**config.mk**
```make
export PLATFORM = sky130hd
export DESIGN_NAME = reg_file_wb_arbiter
export DESIGN_NICKNAME = d
export VERILOG_FILES = /design/src/rtl/reg_file_wb_arbiter.sv
export SDC_FILE = /design/constraint.sdc
export NUM_CORES = 1
export LEC_CHECK = 0
export ABC_AREA = 1
export CAP_MARGIN = 5
export CELL_PAD_IN_SITES_DETAIL_PLACEMENT = 1
export CELL_PAD_IN_SITES_GLOBAL_PLACEMENT = 1
export CORE_UTILIZATION = 42
export CTS_BUF_LIST = sky130_fd_sc_hd__clkbuf_2 sky130_fd_sc_hd__clkbuf_4 sky130_fd_sc_hd__clkbuf_8
export CTS_CLUSTER_DIAMETER = 40
export CTS_CLUSTER_SIZE = 16
export DETAILED_ROUTE_END_ITERATION = 7
export GPL_ROUTABILITY_DRIVEN = 0
export GPL_TIMING_DRIVEN = 0
export PLACE_DENSITY = 0.86
export SETUP_SLACK_MARGIN = 0.4
export SLEW_MARGIN = 0
export SYNTH_ARGS = -nofsm -noshare
export SYNTH_HDL_FRONTEND = slang
export SYNTH_SLANG_ARGS = --single-unit
```
**constraint.sdc**
```tcl
create_clock -name clock -period 3.8 [get_ports clock]
set_clock_uncertainty 0.05 [all_clocks]
set_input_delay 1.14 -clock clock [delete_from_list [all_inputs] [get_ports clock]]
set_output_delay 1.14 -clock clock [all_outputs]
set_load 0.02 [all_outputs]
```
**src/rtl/reg_file_wb_arbiter.sv**
```systemverilog
// Register-file write-port arbiter: loads always win, displaced ALU results
// wait in an in-order circular queue whose live entries drive a busy mask.
module reg_file_wb_arbiter #(
  parameter int QDEPTH = 4,
  parameter int DATA_W = 32,
  parameter int ADDR_W = 5
) (
  input  logic                      clock,
  input  logic                      reset,
  input  logic                      w_alu_valid,
  input  logic [ADDR_W-1:0]         w_alu_waddr,
  input  logic [DATA_W-1:0]         w_alu_wdata,
  input  logic                      w_ld_valid,
  input  logic [ADDR_W-1:0]         w_ld_waddr,
  input  logic [DATA_W-1:0]         w_ld_wdata,
  output logic                      w_alu_stall,
  output logic                      w_rf_wen,
  output logic [ADDR_W-1:0]         w_rf_waddr,
  output logic [DATA_W-1:0]         w_rf_wdata,
  output logic [2**ADDR_W-1:0]      w_busy_mask,
  output logic [$clog2(QDEPTH):0]   w_q_count
);

  localparam int PTR_W = $clog2(QDEPTH);
  localparam int CNT_W = PTR_W + 1;
  localparam int NREG  = 2**ADDR_W;

  logic [ADDR_W-1:0] q_addr_reg [QDEPTH];
  logic [DATA_W-1:0] q_data_reg [QDEPTH];
  logic [QDEPTH-1:0] q_live_reg;
  logic [QDEPTH-1:0] q_live_next;
  logic [PTR_W-1:0]  head_reg;
  logic [PTR_W-1:0]  tail_reg;
  logic [CNT_W-1:0]  count_reg;

  logic ld_go;
  logic alu_go;
  logic q_nonempty;
  logic enq;
  logic deq;

  // Writes to r0 are architecturally discarded, so they never reach the port or queue.
  assign ld_go       = w_ld_valid && (w_ld_waddr != '0);
  assign w_alu_stall = (count_reg == CNT_W'(QDEPTH));
  assign alu_go      = w_alu_valid && !w_alu_stall && (w_alu_waddr != '0);
  assign q_nonempty  = (count_reg != '0);
  assign enq         = alu_go && (ld_go || q_nonempty);
  assign deq         = !ld_go && q_nonempty;
  assign w_q_count   = count_reg;

  // A same-cycle ALU result is younger than the load, so the new tail entry
  // takes priority over the squash compare.
  generate
    for (genvar gi = 0; gi < QDEPTH; gi++) begin : g_live
      assign q_live_next[gi] =
        (enq && (tail_reg == PTR_W'(gi))) ? 1'b1 :
        (deq && (head_reg == PTR_W'(gi))) ? 1'b0 :
        (ld_go && (q_addr_reg[gi] == w_ld_waddr)) ? 1'b0 :
        q_live_reg[gi];
    end
  endgenerate

  always_comb begin
    w_busy_mask = '0;
    for (int i = 0; i < QDEPTH; i++) begin
      if (q_live_reg[i]) begin
        w_busy_mask[q_addr_reg[i]] = 1'b1;
      end
    end
  end

  always_ff @(posedge clock) begin
    if (enq) begin
      q_addr_reg[tail_reg] <= w_alu_waddr;
      q_data_reg[tail_reg] <= w_alu_wdata;
    end
  end

  always_ff @(posedge clock) begin
    if (reset) begin
      q_live_reg <= '0;
      head_reg   <= '0;
      tail_reg   <= '0;
      count_reg  <= '0;
      w_rf_wen   <= 1'b0;
      w_rf_waddr <= '0;
      w_rf_wdata <= '0;
    end else begin
      q_live_reg <= q_live_next;
      if (enq) begin
        tail_reg <= tail_reg + PTR_W'(1);
      end
      if (deq) begin
        head_reg <= head_reg + PTR_W'(1);
      end
      case ({enq, deq})
        2'b10:   count_reg <= count_reg + CNT_W'(1);
        2'b01:   count_reg <= count_reg - CNT_W'(1);
        default: count_reg <= count_reg;
      endcase

      if (ld_go) begin
        w_rf_wen   <= 1'b1;
        w_rf_waddr <= w_ld_waddr;
        w_rf_wdata <= w_ld_wdata;
      end else if (deq) begin
        // A squashed head still consumes its slot but writes nothing.
        w_rf_wen <= q_live_reg[head_reg];
        if (q_live_reg[head_reg]) begin
          w_rf_waddr <= q_addr_reg[head_reg];
          w_rf_wdata <= q_data_reg[head_reg];
        end
      end else if (alu_go) begin
        w_rf_wen   <= 1'b1;
        w_rf_waddr <= w_alu_waddr;
        w_rf_wdata <= w_alu_wdata;
      end else begin
        w_rf_wen <= 1'b0;
      end
    end
  end

endmodule

```
**Word-level counts from Yosys, hierarchy flattened**

Memories as Yosys holds them, arrays and structs flattened. A register that Yosys moved wholly into a read port is not among the register bits.
Index checks and enable logic that the tools add are counted.

- Bits in registers: 49
- Memories kept: 2
- Bits of input ports: 78
- Memory bits (read-only): 0
- Logic and storage cells: 122
- Bits in latches: 0
- Memory bits (writable): 148

- Bitwise gates (word level): 3
- Equality and inequality tests: 14
- Multipliers: 0
- Shift-type cells: 0
- Div/mod/pow operators: 0
- Add/sub/neg operators: 4
- Multiplexer cells: 44
- Reductions and logical operators: 36
- Magnitude comparators: 9

Memory list:

| name | depth | width | rd ports | clocked after memory_dff | wr ports | RTL line | text |
|---|---|---|---|---|---|---|---|
| q_data_reg | 4 | 32 | 1 | 1 | 1 | 29 | `logic [DATA_W-1:0] q_data_reg [QDEPTH];` |
| q_addr_reg | 4 | 5 | 5 | 1 | 1 | 28 | `logic [ADDR_W-1:0] q_addr_reg [QDEPTH];` |

Operators with widths:

| kind | number |
|---|---|
| 32-bit 2-to-1 mux | 8 |
| 32-bit bitwise OR | 3 |
| 5-bit by 6-bit less-than comparator with 1-bit output, second input constant | 4 |
| 1-bit 2-to-1 mux | 22 |
| 1-bit logical AND | 21 |
| 1-bit demux with 5-bit select | 4 |
| 5-bit == test | 4 |
| 5-bit by 1-bit greater-or-equal comparator with 1-bit output, second input constant | 4 |
| 5-bit 2-to-1 mux | 4 |
| 3-bit nonzero test | 6 |
| 2-bit == test, second input constant | 5 |
| 5-bit nonzero test | 2 |
| 2-bit 2-to-1 mux | 4 |
| 2-bit by 1-bit == test with 1-bit output, second input constant | 3 |
| 3-bit one-hot mux with 2 select lines | 1 |
| 2-bit by 1-bit adder with 2-bit output, second input constant | 2 |
| 2-bit zero test | 2 |
| 3-bit by 1-bit adder with 3-bit output, second input constant | 1 |
| 3-bit == test, second input constant | 1 |
| 2-bit by 3-bit less-than comparator with 1-bit output, second input constant | 1 |
| 3-bit by 2-bit inequality test with 1-bit output, second input constant | 1 |
| 3-bit by 1-bit subtractor with 3-bit output, second input constant | 1 |
| 1-bit binary-select mux with 2-bit select | 1 |
| 1-bit zero test | 2 |
| other kinds (3) | 3 |

**Longest topological paths before layout**

- Depth in word-level cells: 11
- Mapped depth: 15
- Mapped depth without buffers: 12

**Worst setup path after synthesis**

No wires, ideal clock.

- Kind: input to register
- Start: input port w_ld_waddr[4]
- End: memory q_addr_reg[0][0] (enable)
- Buffers on the path: 3
- Arrival time: 2,757 ps
- Cell stages on the path: 9
- Required time: 3,358 ps
- Slack: 601 ps
- Library setup time: 392 ps
- Cells stage by stage: buf_2 -> nor2_2 -> nand3_1 -> nand2_1 -> buf_6 -> buf_6 -> a21oi_2 -> nand2_1 -> inv_1

- Longest elaborated chain between the ends: 6

RTL lines:

| what | RTL line | text |
|---|---|---|
| from (decl) | 14 | `input logic [ADDR_W-1:0] w_ld_waddr,` |
| 5-bit nonzero test | 43 | `assign ld_go = w_ld_valid && (w_ld_waddr != '0);` |
| 1-bit logical AND | 43 |  |
| 1-bit logical OR | 47 | `assign enq = alu_go && (ld_go \|\| q_nonempty);` |
| 1-bit logical AND | 47 |  |
| 1-bit 2-to-1 mux | 73 | `if (enq) begin` |
| 1-bit 2-to-1 mux (implied by the code) | 74 | `q_addr_reg[tail_reg] <= w_alu_waddr;` |
| to (decl) | 28 |  |

Every way passes these cells.

==> results.json <==
{
  "maxCapViolCount": 0,
  "initial_utilization_pct": 42.9,
  "cp_max_fo": 8,
  "syn_nets": 1352,
  "grt_max_degree": 32,
  "track_usage_pct": 27.8,
  "rsz0062_at_grt": "yes",
  "path_clk_slew_ns": 0.11,
  "met3_length_microns": 1790,
  "p_int_uw": 4580,
  "synth_top_area_share_pct": 42.6,
  "die_height_microns": 160,
  "dp_hpwl_microns": 24500,
  "synth_edf_count": 148,
  "cp.arrival_ns": 2.33,
  "crit_path_start_kind": "flop",
  "combPwrFrac_pct": 47.3,
  "fin_util_pct": 53.1,
  "switching_share_pct": 43.8,
  "die_area_sq_um": 25500,
  "ys_seq_area_share_pct": 52.4,
  "viasPerCell": 5.45,
  "fmax_ghz": 0.284,
  "drtAntennaViolNets": 0,
  "synth_top_family_by_area": "simple AND/OR/NAND/NOR gates",
  "post_synth_most_frequent_cells": "340 x nand2_1, 249 x nand3_1, 201 x inv_1, 148 x edfxtp_1, 87 x nor2_1",
  "synthMuxAreaShare_pct": 0,
  "vias": 9701,
  "cp_data_required_time_ns": 2.61,
  "synthXorXnorAreaFrac_pct": 1.01,
  "power_frac_clock_pct": 15.7,
  "drive_gt1_share_pct": 8.18,
  "outcome": "completed",
  "period_minus_slack_ns": 3.52,
  "cellLeakagePower_uw": 0.00593,
  "synth_area_leaders": "edfxtp_1 43%, nand2_1 12%, nand3_1 12%",
  "num_rows": 57,
  "met1Wirelength_microns": 14400,
  "finalCritPeriodShare_pct": 92.5,
  "peakVddDrop_mv": 0.354,
  "dp.cells": 1738,
  "design_area_sq_um": 12900,
  "worstSetupPathType": "reg -> out",
  "synthSimpleGateAreaFrac_pct": 28.3,
  "hold_viol": 0,
  "layout.nets": 1530,
  "tightest_slew_ns": 0.690,
  "drc": 0,
  "grt_pass1_vias": 10400,
  "cts_root_buf": "clkbuf_8",
  "synth_area_sq_um": 10400,
  "antenna_found_initial": 1,
  "finalWirelength_microns": 34800,
  "die_x_microns": 160,
  "slew_headroom_pct": 54.0,
  "cts_made_buffers": 17,
  "grt_pass1_wl_microns": 55500,
  "layout.cells.non_filler": 1780,
  "setup_viol": 0,
  "largest_reg_flops": 128,
  "wl_per_cell_microns": 19.6,
  "drv_slew": 0,
  "r2r_slack_ns": 1.08,
  "synth_compound_area_share_pct": 6.26,
  "syn_to_final_growth_pct": 23.8,
  "syn_inst": 1264,
  "end_kind": "output port",
  "portBuffers": 146,
  "dominantRegCellSynth": "edfxtp_1",
  "power_density_nw_per_um2": 632,
  "pwr-share-seq_pct": 37.1,
  "async_flop_share_pct": 0,
  "core_area_sq_um": 24300,
  "drt_iter0_drc": 595,
  "ys_warn_count": 0,
  "p_switching_uw": 3580,
  "cts_tree": "yes",
  "ys_types": 27,
  "cts.sinks": 199,
  "clk_latency_ns": 0.46,
  "place_area_sq_um": 12400,
  "synth_most_common_cell": "nand2_1",
  "ios": 152,
  "top_layer_used": "met4",
  "drtPass1Iterations": 5,
  "yosys.area_share.adder_pct": 1.27,
  "hp-class": "reg -> reg",
  "gr-total-overflow": 0,
  "wl_met2_microns": 17700,
  "fill_cells": 2918,
  "ctsLongestPathBuffers": 2,
  "ys_ff_latch": 199,
  "cts_max_level": 4,
  "avgSynthCellArea_sq_um": 8.25,
  "yosysTopAreaCell": "edfxtp_1"
}
## layout by cell type (no fill, tap or decap), types with 2 or more instances in the layout
cell type and n:
inv_2 8, buf_6 7, nand2_1 340, o22ai_1 3, clkbuf_1 17, buf_8 3, dfxtp_2 2, o21ai_0 11
buf_4 11, edfxtp_1 148, o22a_1 29, nor2_1 87, buf_12 4, clkinv_1 3, nand2_2 2, clkinv_4 2
clkbuf_8 17, xor2_1 12, clkinv_2 2, buf_2 25, inv_1 197, nand3_1 236, nor2_2 12, inv_6 6
o221ai_1 29, buf_1 7, dlymetal6s2s_1 22, dlygate4sd2_1 9, nand3_2 14, inv_8 2, dfxtp_1 49, ha_1 9
clkdlybuf4s50_1 115, a21oi_1 11
## worst paths after layout
kind | startpoint | to | depth (start not counted)
max | q_addr_reg[0][0] | w_busy_mask[10] | 5
min | w_rf_wdata[29] | w_rf_wdata[29] | 4
max reg2reg | w_q_count[0] | w_q_count[2] | 13
min reg2reg | w_rf_wdata[29] | w_rf_wdata[29] | 4
## worst max-delay path, stage by stage (launching register included)
cell and delay (ns):
edfxtp_1 0.49, inv_1 0.16, nand3_2 0.20, o22a_1 0.28
o221ai_1 0.09, clkdlybuf4s50_1 0.64
## layer usage
layer | track usage (%) | vias to the layer above
met2 | 49.4 | 346
met5 | 0 | -
li1 | - | 4488
met3 | 4.19 | 65
met4 | 11.0 | 0
met1 | 33.8 | 4802
## area by class of cell
class / instances / area (sq um) / area share, %
Inverter: 206 / 773 / 5.99
Buffer: 61 / 354 / 2.74
Sequential cell: 199 / 5470 / 42.4
Multi-Input combinational cell: 798 / 3900 / 30.2
Clock buffer: 17 / 234 / 1.81
Tap cell: 324 / 405 / 3.14
Clock inverter: 15 / 118 / 0.911
Antenna cell: 1 / 2.50 / 0.0194
Timing Repair Buffer: 159 / 1650 / 12.8
## repair_timing
action,4_1_cts,5_1_grt
setup endpoints to repair,32,24
hold buffers,0,0
setup buffers,6,3
resized for setup,16,30
## power groups by stage
stage                     Clock [uW]  Combinational [uW]  Sequential [uW]
after detailed placement           0                3770             3070
final                           1280                3860             3030
after global placement             0                3570             3060
after CTS                       1290                3850             3020
after floorplan                    0                2060             3260
after global routing            1350                4220             3070
## cells by family (layout without fill, tap and decap cells)
kind of cell / Yosys count / after routing
adder cells (fa/ha/maj): 10 / 10
buffers and inverters: 267 / 458
other: 0 / 1
flip-flops: 199 / 199
AO/OA/AOI/OAI: 85 / 85
XOR/XNOR: 12 / 12
AND/OR/NAND/NOR: 691 / 691
## through the flow
| stage | setup TNS [ns] | worst slack, ns | total power [uW] | hold slack (ns) |
|---|---|---|---|---|
| after CTS | 0 | 0.224 | 8160 | 0.479 |
| after detailed placement | 0 | 0.0761 | 6840 | 0.461 |
| final | 0 | 0.284 | 8160 | 0.475 |
| after floorplan | 0 | 0.601 | 5320 | 0.452 |
| after global placement | -85.38 | -0.596 | 6630 | 0.452 |
| after global routing | 0 | 0.175 | 8630 | 0.511 |
Power figures use the tool's default switching activity.
